$ cat src/rtl/sam_pkg.sv
// Shared definitions for the SAM Coupe memory arbiter: grant encoding,
// FSM state type and the default memory address width.
package sam_pkg;

  localparam int unsigned SAM_AW = 25;

  // One-hot grant vector, bit order {cpu, fd, dl}
  localparam logic [2:0] GNT_NONE = 3'b000;
  localparam logic [2:0] GNT_DL   = 3'b001;
  localparam logic [2:0] GNT_FD   = 3'b010;
  localparam logic [2:0] GNT_CPU  = 3'b100;

  typedef enum logic [1:0] {
    ST_IDLE,
    ST_ISSUE,
    ST_WAIT,
    ST_DONE
  } sam_state_e;

endpackage

$ cat src/rtl/sam_arb_prio.sv
// Fixed-priority encoder (dl > fd > cpu) with CPU promotion to top
// priority once its aging counter has saturated.
module sam_arb_prio
  import sam_pkg::*;
(
  input  logic       dl_req_i,
  input  logic       fd_req_i,
  input  logic       cpu_req_i,
  input  logic       promote_i,
  output logic [2:0] gnt_o
);

  always_comb begin
    gnt_o = GNT_NONE;
    if (cpu_req_i && promote_i) begin
      gnt_o = GNT_CPU;
    end else if (dl_req_i) begin
      gnt_o = GNT_DL;
    end else if (fd_req_i) begin
      gnt_o = GNT_FD;
    end else if (cpu_req_i) begin
      gnt_o = GNT_CPU;
    end
  end

endmodule

$ cat src/rtl/sam_mem_arbiter.sv
// Single-port memory arbiter sharing the byte-wide sram port between the
// ARM download stream, the FDD2 image buffer and the Z80 CPU.
module sam_mem_arbiter
  import sam_pkg::*;
#(
  parameter int unsigned AW       = SAM_AW,
  parameter int unsigned MAX_WAIT = 8,
  parameter int unsigned TIMEOUT  = 31
) (
  input  logic          clk_sys,
  input  logic          reset,
  input  logic          dl_req,
  input  logic [AW-1:0] dl_addr,
  input  logic [7:0]    dl_data,
  output logic          dl_ack,
  input  logic          fd_req,
  input  logic [AW-1:0] fd_addr,
  output logic          fd_ack,
  input  logic          cpu_req,
  input  logic          cpu_we,
  input  logic [AW-1:0] cpu_addr,
  input  logic [7:0]    cpu_data,
  output logic          cpu_ack,
  output logic          cpu_wait,
  output logic [7:0]    rd_data,
  output logic          mem_req,
  output logic          mem_we,
  output logic [AW-1:0] mem_addr,
  output logic [7:0]    mem_din,
  input  logic [7:0]    mem_dout,
  input  logic          mem_ready,
  output logic          timeout_err
);

  localparam int unsigned AGE_W = ($clog2(MAX_WAIT + 1) > 3) ? $clog2(MAX_WAIT + 1) : 3;
  localparam int unsigned TW    = ($clog2(TIMEOUT + 1) > 1) ? $clog2(TIMEOUT + 1) : 1;

  sam_state_e      state_q;
  logic [2:0]      gnt_q;
  logic [AGE_W-1:0] age_q;
  logic [TW-1:0]   cnt_q;
  logic            dl_ack_q, fd_ack_q, cpu_ack_q;
  logic            mem_req_q, mem_we_q, timeout_err_q;
  logic [AW-1:0]   mem_addr_q;
  logic [7:0]      mem_din_q, rd_data_q;

  logic [2:0]      gnt;
  logic            promote;

  assign promote = (age_q == AGE_W'(MAX_WAIT));

  sam_arb_prio u_prio (
    .dl_req_i  (dl_req),
    .fd_req_i  (fd_req),
    .cpu_req_i (cpu_req),
    .promote_i (promote),
    .gnt_o     (gnt)
  );

  always_ff @(posedge clk_sys) begin
    if (reset) begin
      state_q       <= ST_IDLE;
      gnt_q         <= GNT_NONE;
      age_q         <= '0;
      cnt_q         <= '0;
      dl_ack_q      <= 1'b0;
      fd_ack_q      <= 1'b0;
      cpu_ack_q     <= 1'b0;
      mem_req_q     <= 1'b0;
      mem_we_q      <= 1'b0;
      timeout_err_q <= 1'b0;
      mem_addr_q    <= '0;
      mem_din_q     <= '0;
      rd_data_q     <= '0;
    end else begin
      dl_ack_q  <= 1'b0;
      fd_ack_q  <= 1'b0;
      cpu_ack_q <= 1'b0;
      mem_req_q <= 1'b0;
      if (!cpu_req) begin
        age_q <= '0;
      end
      unique case (state_q)
        ST_IDLE: begin
          if (gnt != GNT_NONE) begin
            gnt_q     <= gnt;
            mem_req_q <= 1'b1;
            state_q   <= ST_ISSUE;
            case (gnt)
              GNT_DL: begin
                mem_addr_q <= dl_addr;
                mem_we_q   <= 1'b1;
                mem_din_q  <= dl_data;
              end
              GNT_FD: begin
                mem_addr_q <= fd_addr;
                mem_we_q   <= 1'b0;
                mem_din_q  <= '0;
              end
              default: begin
                mem_addr_q <= cpu_addr;
                mem_we_q   <= cpu_we;
                mem_din_q  <= cpu_data;
              end
            endcase
            if (gnt == GNT_CPU || !cpu_req) begin
              age_q <= '0;
            end else if (!promote) begin
              age_q <= age_q + AGE_W'(1);
            end
          end
        end
        ST_ISSUE: begin
          cnt_q   <= TW'(TIMEOUT);
          state_q <= ST_WAIT;
        end
        ST_WAIT: begin
          // Expiry is the WAIT cycle whose decrement would reach zero, so
          // exactly TIMEOUT wait cycles are allowed; mem_ready still wins there.
          if (mem_ready) begin
            if (!mem_we_q) begin
              rd_data_q <= mem_dout;
            end
            dl_ack_q  <= gnt_q[0];
            fd_ack_q  <= gnt_q[1];
            cpu_ack_q <= gnt_q[2];
            state_q   <= ST_DONE;
          end else if (cnt_q <= TW'(1)) begin
            timeout_err_q <= 1'b1;
            rd_data_q     <= 8'hFF;
            dl_ack_q      <= gnt_q[0];
            fd_ack_q      <= gnt_q[1];
            cpu_ack_q     <= gnt_q[2];
            state_q       <= ST_DONE;
          end else begin
            cnt_q <= cnt_q - TW'(1);
          end
        end
        ST_DONE: begin
          state_q <= ST_IDLE;
        end
      endcase
    end
  end

  assign dl_ack      = dl_ack_q;
  assign fd_ack      = fd_ack_q;
  assign cpu_ack     = cpu_ack_q;
  assign cpu_wait    = cpu_req & ~cpu_ack_q;
  assign rd_data     = rd_data_q;
  assign mem_req     = mem_req_q;
  assign mem_we      = mem_we_q;
  assign mem_addr    = mem_addr_q;
  assign mem_din     = mem_din_q;
  assign timeout_err = timeout_err_q;

endmodule

$ cat config.mk
export PLATFORM = sky130hd
export DESIGN_NAME = sam_mem_arbiter
export DESIGN_NICKNAME = d
export VERILOG_FILES = /design/src/rtl/sam_pkg.sv /design/src/rtl/sam_arb_prio.sv /design/src/rtl/sam_mem_arbiter.sv
export SDC_FILE = /design/constraint.sdc
export NUM_CORES = 1
export LEC_CHECK = 0
export BUFFER_PORTS_ARGS = -buffer_cell sky130_fd_sc_hd__buf_2
export CAP_MARGIN = 20
export CORE_MARGIN = 2
export CORE_UTILIZATION = 35
export DETAILED_ROUTE_END_ITERATION = 12
export GPL_TIMING_DRIVEN = 0
export PLACE_DENSITY = 0.74
export SYNTH_ARGS = -nofsm -noshare
export SYNTH_HDL_FRONTEND = slang
export SYNTH_SLANG_ARGS = --single-unit
$ cat constraint.sdc
create_clock -name clk_sys -period 5.6 [get_ports clk_sys]
set_clock_uncertainty 0.2 [all_clocks]
set_input_delay 1.12 -clock clk_sys [delete_from_list [all_inputs] [get_ports clk_sys]]
set_output_delay 1.12 -clock clk_sys [all_outputs]
set_load 0.05 [all_outputs]
# Word level (Yosys, flattened, before mapping)
# Cells that the tools add are included.
word_totals:
  register_bits: 61
  input_bits: 106
  elab_cells: 76
op_classes:
  add_sub_neg: 2
  mux: 29
  bitwise_logic: 5
  reduce_logical: 14
  eq_ne: 12
  magnitude_cmp: 1
ops:
  columns: ["op", "n"]
  rows:
  - ["$pmux 25 s2", 1]
  - ["$mux 8", 3]
  - ["$mux 4", 5]
  - ["$pmux 8 s2", 1]
  - ["$mux 3", 4]
  - ["$mux 5", 2]
  - ["$pmux 5 s2", 1]
  - ["$reduce_and 3->1", 3]
  - ["$ne 2x2->1 const B", 4]
  - ["$pmux 2 s4", 1]
  - ["$mux 1", 7]
  - ["$mux 2", 3]
  - ["$le 5x1->1 const B", 1]
  - ["$sub 5x1->5 const B", 1]
  - ["$add 4x1->4 const B", 1]
  - ["$eq 2x2->1 const B", 2]
  - ["$eq 4x4->1 const B", 1]
  - ["$not 1->1", 4]
  - ["$reduce_and 2->1", 2]
  - ["$reduce_bool 2->1", 2]
  - ["$reduce_or 2->1", 2]
  - ["$eq 3x1->1 const B", 1]
  - ["$eq 3x2->1 const B", 1]
  - ["$eq 3x3->1 const B", 1]
  - ["9 further kinds", 9]

# Depth between registers and ports, before layout
# Gate-level depths: netlist of run 1.
depth:
  word_depth: 9
  ltp_mapped: 8

# Cells and area by module
# A second synthesis of run 1 with hierarchy kept.
hier_totals:
  hier_cells: 378
  hier_area_um2: 3428.3
by_module_without_submodules:
  columns: ["mod", "area_per_inst_um2", "cells_per_inst", "seq_area_each_um2", "instances"]
  rows:
  - ["sam_mem_arbiter", 3389.5, 373, 1221.2, 1]
  - ["sam_arb_prio", 38.8, 5, 0.0, 1]

# Worst setup path after synthesis of run 1
# No wires, ideal clock.
synth_timing:
  path_kind: "input to output"
  start: "input port cpu_req"
  end: "output port cpu_wait"
  path_buffers: 0
  cell_stages: 1
  setup_slack_ns: 2.453
  arrival_time_ns: 1.827
  path_cell_list: "nor2b_1"
synth_via:
  elab_chain_cells: 1
synth_lines:
  columns: ["element", "line", "text"]
  rows:
  - ["start, declared", "sam_mem_arbiter.sv:19", "input logic cpu_req,"]
  - ["$and 1x1->1", "sam_mem_arbiter.sv:149", "assign cpu_wait = cpu_req & ~cpu_ack_q;"]
  - ["end, declared", "sam_mem_arbiter.sv:24", "output logic cpu_wait,"]
# Every way passes these cells.

# Worst setup path in the final report of run 1
# Same ends and word-level chain as after synthesis.

==> results.tsv, run 1 <==
metric	value	unit
clock tree sinks	61	
largest net degree at the start of global routing	11	
R2R depth	7	
RSZ-0062 raised after global routing	false	
WP buf/inv	2	
final net count	601	
CTS tree	done	
Synth Area in Adders	3.516	%
post-synthesis mux area share	0.7033	%
top_reg_cell synth	dfxtp_1	
gr ovfl total	0	
Syn Area/Cell	8.785	um2
reg-to-reg slack, setup	3480	ps
final WL	8878	um
DR DRC count	0	
final core utilization	50.74	%
count leader, synth	dfxtp_1	
TritonCTS Buffers	9	
most instantiated cells after synthesis	dfxtp_1 (61), nor2_1 (50), nand2_1 (32)	
status	complete, no violations	
Max-Cap Viols	0	
IO Pins	154	
main area contributors after synthesis	dfxtp_1 (43%), a211oi_1 (7.9%), a221oi_1 (7.7%), nor2_1 (6.6%), nand2_1 (4.2%)	
Iter 0 DRT Violations	165	
core area	0.007807	mm2
hold path start	gnt_q[1]	
die height	94.18	um
Leak Pwr	1.836	nW
Final Slew Violations	0	
max incr delay on CP	260	ps
row cnt	32	
yosys warns	0	
final setup vio count	0	
critical path class	input port to output pin	
hold path depth	2	
CTS-repair resized insts	0	
worst hold path class	flip-flop to flip-flop	
Crit path arrival time	1690	ps
Synth Area in Compound Gates	25.76	%
final hold viol count	0	
VDD IR max	0.0001509	V
fmax	332.5	MHz
share of the synthesized area in the top cell type	42.90	%
first-pass GRT wire length	13160	um
FFs w/ async S/R, synth	0	%
Clock Latency Late Sink	330	ps
PortBufs	152	
PwrDens	519.1	mW/mm2
initial antenna violation count	0	
vias in the first global route	2781	
Synth Register Bits	61	
simple-gate share of the synthesized area	21.49	%
syn_nets	438	
DRT antenna net count	0	
clock buffer depth	2	
Root Driver	clkbuf_8	
n_diodes	0	
Clk pin slew, worst setup/hold paths	60	ps
max_slew headroom	60.92	%
Vias	3038	
Seq/Total Area, Yosys	42.90	%
synth-to-layout area growth	39.16	%
Post-CTS Setup Inserts	0	
Worst Hold Path EP	gnt_q[1]	
Initial Utilization	36.46	%
top cell type by total area after synthesis	dfxtp_1	
post-synthesis cell type count	39	
router iterations before antenna repair	5	
Top Family by Delay on Critical Path	buffers and inverters	
# H-tree levels	3	
final RePlAce weighted congestion	0.9288	
largest family of logic cells by synthesized area	compound AO/OA/AOI/OAI gates	
r2r startpoint	state_q[0]	
Total GRT Usage	19.38	%
fin crit period	3007	ps
detailed placer's ending HPWL	6888	um
WL per Instance	14.95	um
CP most frequent cell	buf_2	
Die Area	0.008870	mm2
setup TNS	0	ps
Horiz. Die Dim	94.18	um
Cells after Synth	324	
CP Cell Sequence	buf_2 > nor2b_1 > buf_2	
startpoint class of the critical path	input port	
post-synthesis xor/xnor area fraction	0.3077	%
EDFF count, synth	0	
worst-margin pin slew	583.4	ps
WP data required	4280	ps
layout cells sized above 1	37.20	%
vias per std cell	5.114	
Mapped Area	0.002846	mm2
CP Capture Type	output pin	
Crit Path Max Fanout	6	
crit share post-route	53.70	%
CP max stage cell	buf_2	
RR Endpoint	mem_addr[23]	
hold_buf cts	0	
==> per-stage QoR <==
step | cells | instance area, um2 | hold slack [ps] | power (mW) | setup WS [ps]
after floorplan | 324 | 2846 | 229.6 | 1.367 | 2453
after global placement | 578 | 3735 | 235.2 | 1.595 | 2599
after detailed placement | 578 | 3735 | 247.6 | 1.618 | 2595
after CTS | 594 | 3961 | 259.4 | 2.069 | 2590
after global routing | 594 | 3961 | 283.3 | 2.182 | 2532
final | 594 | 3961 | 258.2 | 2.056 | 2593
==> worst min-delay path, cell delays in order, from the launching register on <==
cell and delay [ps]:
dfxtp_1 310, nand2_1 50, a21oi_1 50
==> power breakdown <==
group | total, mW | switching, mW | internal, mW | leakage [nW]
clock | 0.446 | 0.170 | 0.276 | 0.110
sequential | 0.633 | 0.0737 | 0.559 | 0.502
combinational | 0.977 | 0.685 | 0.293 | 1.22
==> registers in the layout, summed over array words and instances, names as in the netlist <==
name,count
dl_ack,1
timeout_err,1
state_q,2
fd_ack,1
cnt_q,5
gnt_q,3
mem_addr,25
mem_din,8
age_q,4
mem_we,1
rd_data,8
cpu_ack,1
mem_req,1
==> worst max path at each step <==
| stage | start | end | slack [ps] | cells past startpoint |
|---|---|---|---|---|
| 2_1_floorplan | cpu_req | cpu_wait | 2450 | 1 |
| 3_3_place_gp | cpu_req | cpu_wait | 2600 | 3 |
| 3_5_place_dp | cpu_req | cpu_wait | 2600 | 3 |
| 4_1_cts | cpu_req | cpu_wait | 2590 | 3 |
| 5_1_grt | cpu_req | cpu_wait | 2530 | 3 |
| 6_report | cpu_req | cpu_wait | 2590 | 3 |
==> cell usage in the layout (no fill, tap or decap), types with 3 or more instances in the layout <==
| cell | synthesis | final |
|---|---|---|
| a31oi_1 | 3 | 3 |
| nand2_1 | 32 | 32 |
| and2_1 | 11 | 11 |
| a221o_1 | 8 | 8 |
| a21oi_1 | 9 | 9 |
| a221oi_1 | 25 | 25 |
| buf_2 | 10 | 162 |
| nor2_1 | 50 | 50 |
| o21a_1 | 9 | 9 |
| nand2b_1 | 7 | 7 |
| clkbuf_1 | 11 | 13 |
| ha_1 | 8 | 8 |
| a211oi_1 | 30 | 30 |
| dfxtp_1 | 61 | 61 |
| clkbuf_8 | 0 | 11 |
| nor3_1 | 6 | 6 |
| nand3_1 | 3 | 3 |
| nor2b_1 | 6 | 6 |
| inv_1 | 9 | 9 |
==> cell families (layout without fill, tap and decap cells) <==
kind of cell	after synthesis	count (layout)
compound gates	93	93
xor+xnor	1	1
fa+ha+maj	8	8
buf+inv	33	201
flops	61	61
mux	2	2
simple gates	126	126
==> layout make-up <==
| cell class | instances | area, um2 |
|---|---|---|
| Clock inverter | 3 | 67.56 |
| Fill cell | 774 | 3846 |
| Inverter | 9 | 33.78 |
| Multi-Input combinational cell | 230 | 1474 |
| Clock buffer | 13 | 158.9 |
| Tap cell | 102 | 127.6 |
| Buffer | 24 | 117.6 |
| Timing Repair Buffer | 152 | 760.7 |
| Sequential cell | 61 | 1221 |
==> metal layers <==
metal	wire, um	track usage [%]	up-vias
met5	0	0	-
met4	79	7.971	0
li1	-	-	1505
met1	3622	22.18	1419
met2	4509	33.99	110
met3	666	5.136	4
Note: power is estimated with default switching activity, not from simulation.
==> run 2, diff against run 1 <==
--- a/config.mk
+++ b/config.mk
@@ -5,13 +5,14 @@
 export SDC_FILE = /design/constraint.sdc
 export NUM_CORES = 1
 export LEC_CHECK = 0
+export ABC_AREA = 1
 export BUFFER_PORTS_ARGS = -buffer_cell sky130_fd_sc_hd__buf_2
 export CAP_MARGIN = 20
 export CORE_MARGIN = 2
 export CORE_UTILIZATION = 35
 export DETAILED_ROUTE_END_ITERATION = 12
 export GPL_TIMING_DRIVEN = 0
-export PLACE_DENSITY = 0.74
+export PLACE_DENSITY = 0.72
 export SYNTH_ARGS = -nofsm -noshare
 export SYNTH_HDL_FRONTEND = slang
 export SYNTH_SLANG_ARGS = --single-unit
==> constraint.sdc (replaced) <==
create_clock -name clk_sys -period 3.03 [get_ports clk_sys]
set_clock_uncertainty 0.2 [all_clocks]
set_input_delay 0.606 -clock clk_sys [delete_from_list [all_inputs] [get_ports clk_sys]]
set_output_delay 0.606 -clock clk_sys [all_outputs]
set_load 0.05 [all_outputs]
==> run 2 against run 1 <==
Net effect:
- clock power increased by 76%
- non-clock buffer count increased by 2
- hold slack got worse by 16 ps
- flip-flop and latch count unchanged
- highest routed layer unchanged
==> results.tsv, run 2 <==
metric	value	unit	change
DRT antenna net count	0		unchanged
EDFF count, synth	0		unchanged
max reg flops	25		unchanged
FFs w/ async S/R, synth	0	%	unchanged
clock tree sinks	61		unchanged
row cnt	35		+9.4%
max_slew headroom	63.56	%	+2.6 points
final WL	10110	um	+14%
main area contributors after synthesis	dfxtp_1 (38%), nand3_1 (12%), nand2_1 (11%), nor2_1 (9.8%), inv_1 (6.8%)		
PwrDens	981.0	mW/mm2	+89%
placed cell areas	0.004153	mm2	+11%
router iterations before antenna repair	5		unchanged
Crit path arrival time	1170	ps	-520 ps
initial antenna violation count	0		unchanged
TritonCTS Buffers	9		unchanged
startpoint class of the critical path	input port		
Die Area	0.01008	mm2	+14%
Total Power	4.284	mW	+110%
detailed placer's ending HPWL	7739	um	+12%
register area	0.001221	mm2	unchanged
Final Cell Area	0.004367	mm2	+10%
setup TNS	0	ps	unchanged
Cells after Synth	495		+53%
CTS tree	done		
most frequent cells in the layout	buf_2 (163), nand2_1 (97), nor2_1 (85)		
cell depth of the worst setup path	4		+1
fin crit period	1972	ps	
WL per Instance	13.06	um	-13%
reg-to-reg slack, setup	1060	ps	-2420 ps
largest net degree at the start of global routing	12		+1
WP data required	2220	ps	-2060 ps
crit share post-route	65.09	%	
final setup vio count	0		unchanged
CP most frequent cell	buf_2		
R2R depth	8		+1
Top Family by Delay on Critical Path	buffers and inverters		
Synth Register Bits	61		unchanged
DR DRC count	0		unchanged
worst hold path class	flip-flop to flip-flop		
Iter 0 DRT Violations	138		-16%
Final Slew Violations	0		unchanged
IO Pins	154		unchanged
WP buf/inv	3		+1
Clk pin slew, worst setup/hold paths	70	ps	about the same
Max-Cap Viols	0		unchanged
synth-to-layout area growth	34.23	%	
vias in the first global route	3486		+25%
syn_nets	609		+39%
top_reg_cell synth	dfxtp_1		
gr ovfl total	0		unchanged
die height	100.4	um	+6.6%
most common cell after layout, fill and taps aside	buf_2		
max incr delay on CP	260	ps	about the same
vias per std cell	4.928		-3.7%
Post-CTS Setup Inserts	0		unchanged
count leader, synth	nand2_1		
CP Cell Sequence	buf_2 > inv_2 > nor2_1 > buf_2		
Worst Hold Path EP	cpu_ack		
Clock Latency Late Sink	340	ps	about the same
RSZ-0062 raised after global routing	false		
Root Driver	clkbuf_8		
worst hold slack	241.8	ps	-16.31 ps
Crit Path Max Fanout	5		-1
Initial Utilization	35.71	%	-0.74 points
CP max stage cell	buf_2		
final RePlAce weighted congestion	0.8912		-4.0%
RR Endpoint	mem_addr[1]		
CP Capture Type	output pin		
# H-tree levels	3		unchanged
Leak Pwr	2.371	nW	+29%
critical path class	input port to output pin		
Syn Area/Cell	6.572	um2	-25%
top cell type by total area after synthesis	dfxtp_1		
Post-Place Setup Slack	1010	ps	-1585 ps
Fillers	966		+25%
hold path depth	2		unchanged
Mapped Area	0.003253	mm2	+14%
VDD IR max	0.0004348	V	+190%
clock buffer depth	2		unchanged
PortBufs	152		unchanged
final net count	772		+28%
n_diodes	0		unchanged
post-synthesis cell type count	25		-36%
Horiz. Die Dim	100.4	um	+6.6%
first-pass GRT wire length	15930	um	+21%
r2r startpoint	age_q[0]		
layout cells sized above 1	30.47	%	-6.7 points
CTS-repair resized insts	0		unchanged
Vias	3814		+26%
Seq/Total Area, Yosys	37.54	%	-5.4 points
share of the synthesized area in the top cell type	37.54	%	-5.4 points
fmax	507.0	MHz	
area of the multi-input gates	0.001648	mm2	+12%
hold_buf cts	0		unchanged
status	complete, no violations		
core area	0.009109	mm2	+17%
Total GRT Usage	19.90	%	+0.52 points
yosys warns	0		unchanged
worst-margin pin slew	546.7	ps	-36.78 ps
most instantiated cells after synthesis	nand2_1 (97), nor2_1 (85), nand3_1 (79)		
hold path start	gnt_q[2]		
final hold viol count	0		unchanged
Setup WS post-layout	1058	ps	-1535 ps
-- run 2: changes by cell type in the layout (fill, tap and decap cells not counted), sizes merged, moves of 12 or more --
| cell | before | now |
|---|---|---|
| a211oi | 31 | 0 |
| a221oi | 25 | 0 |
| and2 | 12 | 0 |
| inv | 9 | 65 |
| nand2 | 32 | 99 |
| nand3 | 3 | 81 |
| nand4 | 0 | 29 |
| nor2 | 50 | 86 |
| o21ai | 2 | 15 |
-- run 2: metrics by stage --
stage / utilization [%] / std cells
3_5_place_dp: 45.59 / 758
6_report: 47.94 / 774
4_1_cts: 47.94 / 774
2_1_floorplan: - / 495
3_3_place_gp: 45.59 / 758
5_1_grt: 47.94 / 774
-- run 2: layout make-up --
cell class	instances	area share, %
inverter	65	5.645
tap	111	3.181
multi-input combinational	343	37.74
buffer	26	3.152
clock buffer	9	2.837
timing repair buffer	152	17.42
sequential	61	27.97
clock inverter	7	2.063
-- run 2: worst max-delay path by stage --
| stage | from | end | slack, ps |
|---|---|---|---|
| after global routing | age_q[0] | mem_addr[1] | 930 |
| after detailed placement | fd_req | mem_addr[12] | 1010 |
| after floorplan | cpu_req | cpu_wait | 940 |
| final | cpu_req | cpu_wait | 1060 |
| after global placement | dl_req | mem_addr[24] | 1030 |
| after CTS | age_q[0] | mem_addr[1] | 1040 |
-- run 2: worst min-delay path: stages (launching register included) --
cell and delay [ps]:
dfxtp_1 310, nand2_1 60, nor2_1 30
-- run 2: where the power goes --
| group | internal [mW] | total (mW) | switching (mW) | leakage (nW) |
|---|---|---|---|---|
| clock network | 0.458 | 0.786 | 0.327 | 0.105 |
| logic | 0.639 | 2.30 | 1.66 | 1.76 |
| registers | 1.06 | 1.20 | 0.135 | 0.502 |
| total | 2.16 | 4.28 | 2.12 | 2.37 |
-- run 2: logic make-up (layout without fill, tap and decap cells) --
kind of cell / count (synthesis) / in the layout / synth area share, %
xor gates and xnor gates: 2 / 2 / 0.5386
and+or+nand+nor: 298 / 298 / 40.92
AOI/OAI and AO/OA: 35 / 35 / 6.116
buffers and inverters: 91 / 259 / 11.81
adders and majority gates: 8 / 8 / 3.077
DFF: 61 / 61 / 37.54
-- run 2: layer usage --
layer / wire length [um] / vias up / part of all wire, % / global-route usage (%)
met2: 4823 / 129 / 48 / 31.96
li1: - / 1913 / - / -
met1: 4575 / 1753 / 45 / 26.37
met4: 221 / 0 / 2.2 / 9.273
met3: 485 / 19 / 4.8 / 2.855
met5: 0 / - / 0 / 0
==> run 3, diff against run 2 <==
==> constraint.sdc (replaced) <==
create_clock -name clk_sys -period 2 [get_ports clk_sys]
set_clock_uncertainty 0.2 [all_clocks]
set_input_delay 0.4 -clock clk_sys [delete_from_list [all_inputs] [get_ports clk_sys]]
set_output_delay 0.4 -clock clk_sys [all_outputs]
set_load 0.05 [all_outputs]
==> run 3 against run 2 <==
Net effect:
- cell count is 0.52% higher
- global-route usage stayed put
- largest power group unchanged
- register-to-register slack worse by 870 ps
- total power is 52% higher
- die area stayed put
- clock power is 51% higher
==> results.tsv, run 3 (synthesized netlist as in run 2, its figures left out) <==
metric	value	unit	change
register area	0.001221	mm2	unchanged
vias per std cell	4.898		-0.59%
Post-Place Setup Slack	91.19	ps	-918.3 ps
Setup WS post-layout	189.1	ps	-868.7 ps
Final Slew Violations	0		unchanged
PwrDens	1476	mW/mm2	+50%
router iterations before antenna repair	5		unchanged
hold path start	cpu_addr[14]		
clock tree sinks	61		unchanged
Max-Cap Viols	0		unchanged
detailed placer's ending HPWL	7739	um	unchanged
die height	100.4	um	unchanged
Root Driver	clkbuf_8		
synth-to-layout area growth	35.19	%	
WP data required	2080	ps	-140 ps
n_diodes	0		unchanged
Horiz. Die Dim	100.4	um	unchanged
max_slew headroom	63.46	%	-0.094 points
DR WL met3	470	um	-3.1%
max reg flops	25		unchanged
final setup vio count	0		unchanged
final net count	776		+0.52%
R2R depth	9		+1
VDD IR max	0.0006599	V	+52%
fin crit period	1811	ps	
TritonCTS Buffers	9		unchanged
Crit path arrival time	1890	ps	+720 ps
r2r startpoint	age_q[0]		
RR Endpoint	mem_addr[1]		
gr ovfl total	0		unchanged
initial antenna violation count	0		unchanged
crit share post-route	90.55	%	
uppermost routed layer	met4		
DRT antenna net count	0		unchanged
setup TNS	0	ps	unchanged
Die Area	0.01008	mm2	unchanged
routed wl met2	4895	um	+1.5%
worst hold slack	149.7	ps	-92.13 ps
worst hold path class	input port to flip-flop		
RSZ-0062 raised after global routing	false		
Fillers	966		unchanged
Leak Pwr	2.394	nW	+0.93%
clock buffer depth	2		unchanged
Total GRT Usage	19.90	%	unchanged
CP Capture Type	flip-flop		
reg-to-reg slack, setup	190	ps	-870 ps
Clock Latency Late Sink	340	ps	about the same
Initial Utilization	35.71	%	unchanged
final WL	10210	um	+1.0%
hold_buf cts	0		unchanged
WL per Instance	13.12	um	+0.50%
largest net degree at the start of global routing	12		unchanged
core area	0.009109	mm2	unchanged
Clk pin slew, worst setup/hold paths	70	ps	about the same
IO Pins	154		unchanged
hold path depth	5		+3
row cnt	35		unchanged
startpoint class of the critical path	flip-flop		
layout cells sized above 1	31.03	%	+0.57 points
Worst Hold Path EP	mem_addr[14]		
most common cell after layout, fill and taps aside	buf_2		
final core utilization	48.28	%	+0.34 points
fmax	552.2	MHz	
first-pass GRT wire length	15930	um	unchanged
area of the multi-input gates	0.001648	mm2	unchanged
wire length on met1	4651	um	+1.7%
PortBufs	152		unchanged
critical path class	flip-flop to flip-flop		
DR DRC count	0		unchanged
Crit Path Max Fanout	10		+5
final hold viol count	0		unchanged
vias in the first global route	3486		unchanged
Vias	3811		-0.079%
worst-margin pin slew	548.1	ps	+1.412 ps
final RePlAce weighted congestion	0.8912		unchanged
CTS tree	done		
status	complete, no violations		
Iter 0 DRT Violations	134		-2.9%
most frequent cells in the layout	buf_2 (163), nand2_1 (97), nor2_1 (85)		
# H-tree levels	3		unchanged
-- run 3: changes by cell type in the layout (fill, tap and decap cells not counted), sizes merged --
cell  before  now
buf      170  174
-- run 3: per-stage QoR --
| step | std cells | instance area (um2) | total power [mW] |
|---|---|---|---|
| finish | 778 | 4398 | 6.491 |
| global route | 778 | 4398 | 7.014 |
| CTS | 774 | 4367 | 6.544 |
| detailed placement | 758 | 4153 | 5.327 |
| global placement | 758 | 4153 | 5.240 |
| floorplan | 495 | 3253 | 4.462 |
-- run 3: what timing repair did --
item,CTS,global route
hold endpoints to repair,0,0
buffers inserted,0,4
resized for setup,0,2
endpoints found under the setup margin,0,17
-- run 3: cell type report --
| type | instances | share of cell area, % |
|---|---|---|
| well taps | 111 | 3.158 |
| inverters | 65 | 5.605 |
| multi-input cells | 343 | 37.47 |
| flip-flops and latches | 61 | 27.77 |
| clock inverters | 7 | 2.048 |
| clock buffers | 9 | 2.817 |
| plain buffers | 26 | 3.158 |
| repair buffers | 156 | 17.98 |
-- run 3: power breakdown --
part | switching, mW | internal, mW
clock | 0.498 | 0.694
combinational | 2.51 | 0.972
sequential | 0.202 | 1.61
-- run 3: worst max-delay path by stage --
| stage | from | end | slack, ps |
|---|---|---|---|
| 6_report | age_q[0] | mem_addr[1] | 190 |
| 4_1_cts | age_q[0] | mem_addr[1] | 6 |
| 5_1_grt | age_q[0] | mem_addr[20] | 30 |
| 2_1_floorplan | cpu_ack | cpu_wait | 210 |
| 3_3_place_gp | age_q[0] | mem_addr[4] | 110 |
| 3_5_place_dp | age_q[0] | mem_addr[4] | 90 |
-- run 3: metal layers --
layer / vias to the layer above / global-route usage [%]
met5: - / 0
li1: 1922 / -
met4: 0 / 9.273
met2: 118 / 31.96
met3: 16 / 2.855
met1: 1755 / 26.37
-- run 3: worst max-delay path, cell delays in order (launching register included) --
cell	delay [ps]
dfxtp_1	340
inv_1	110
ha_1	220
nand4_4	200
o21ai_4	190
buf_4	230
nand2_1	70
nand4_1	90
nand2_1	60
inv_1	50
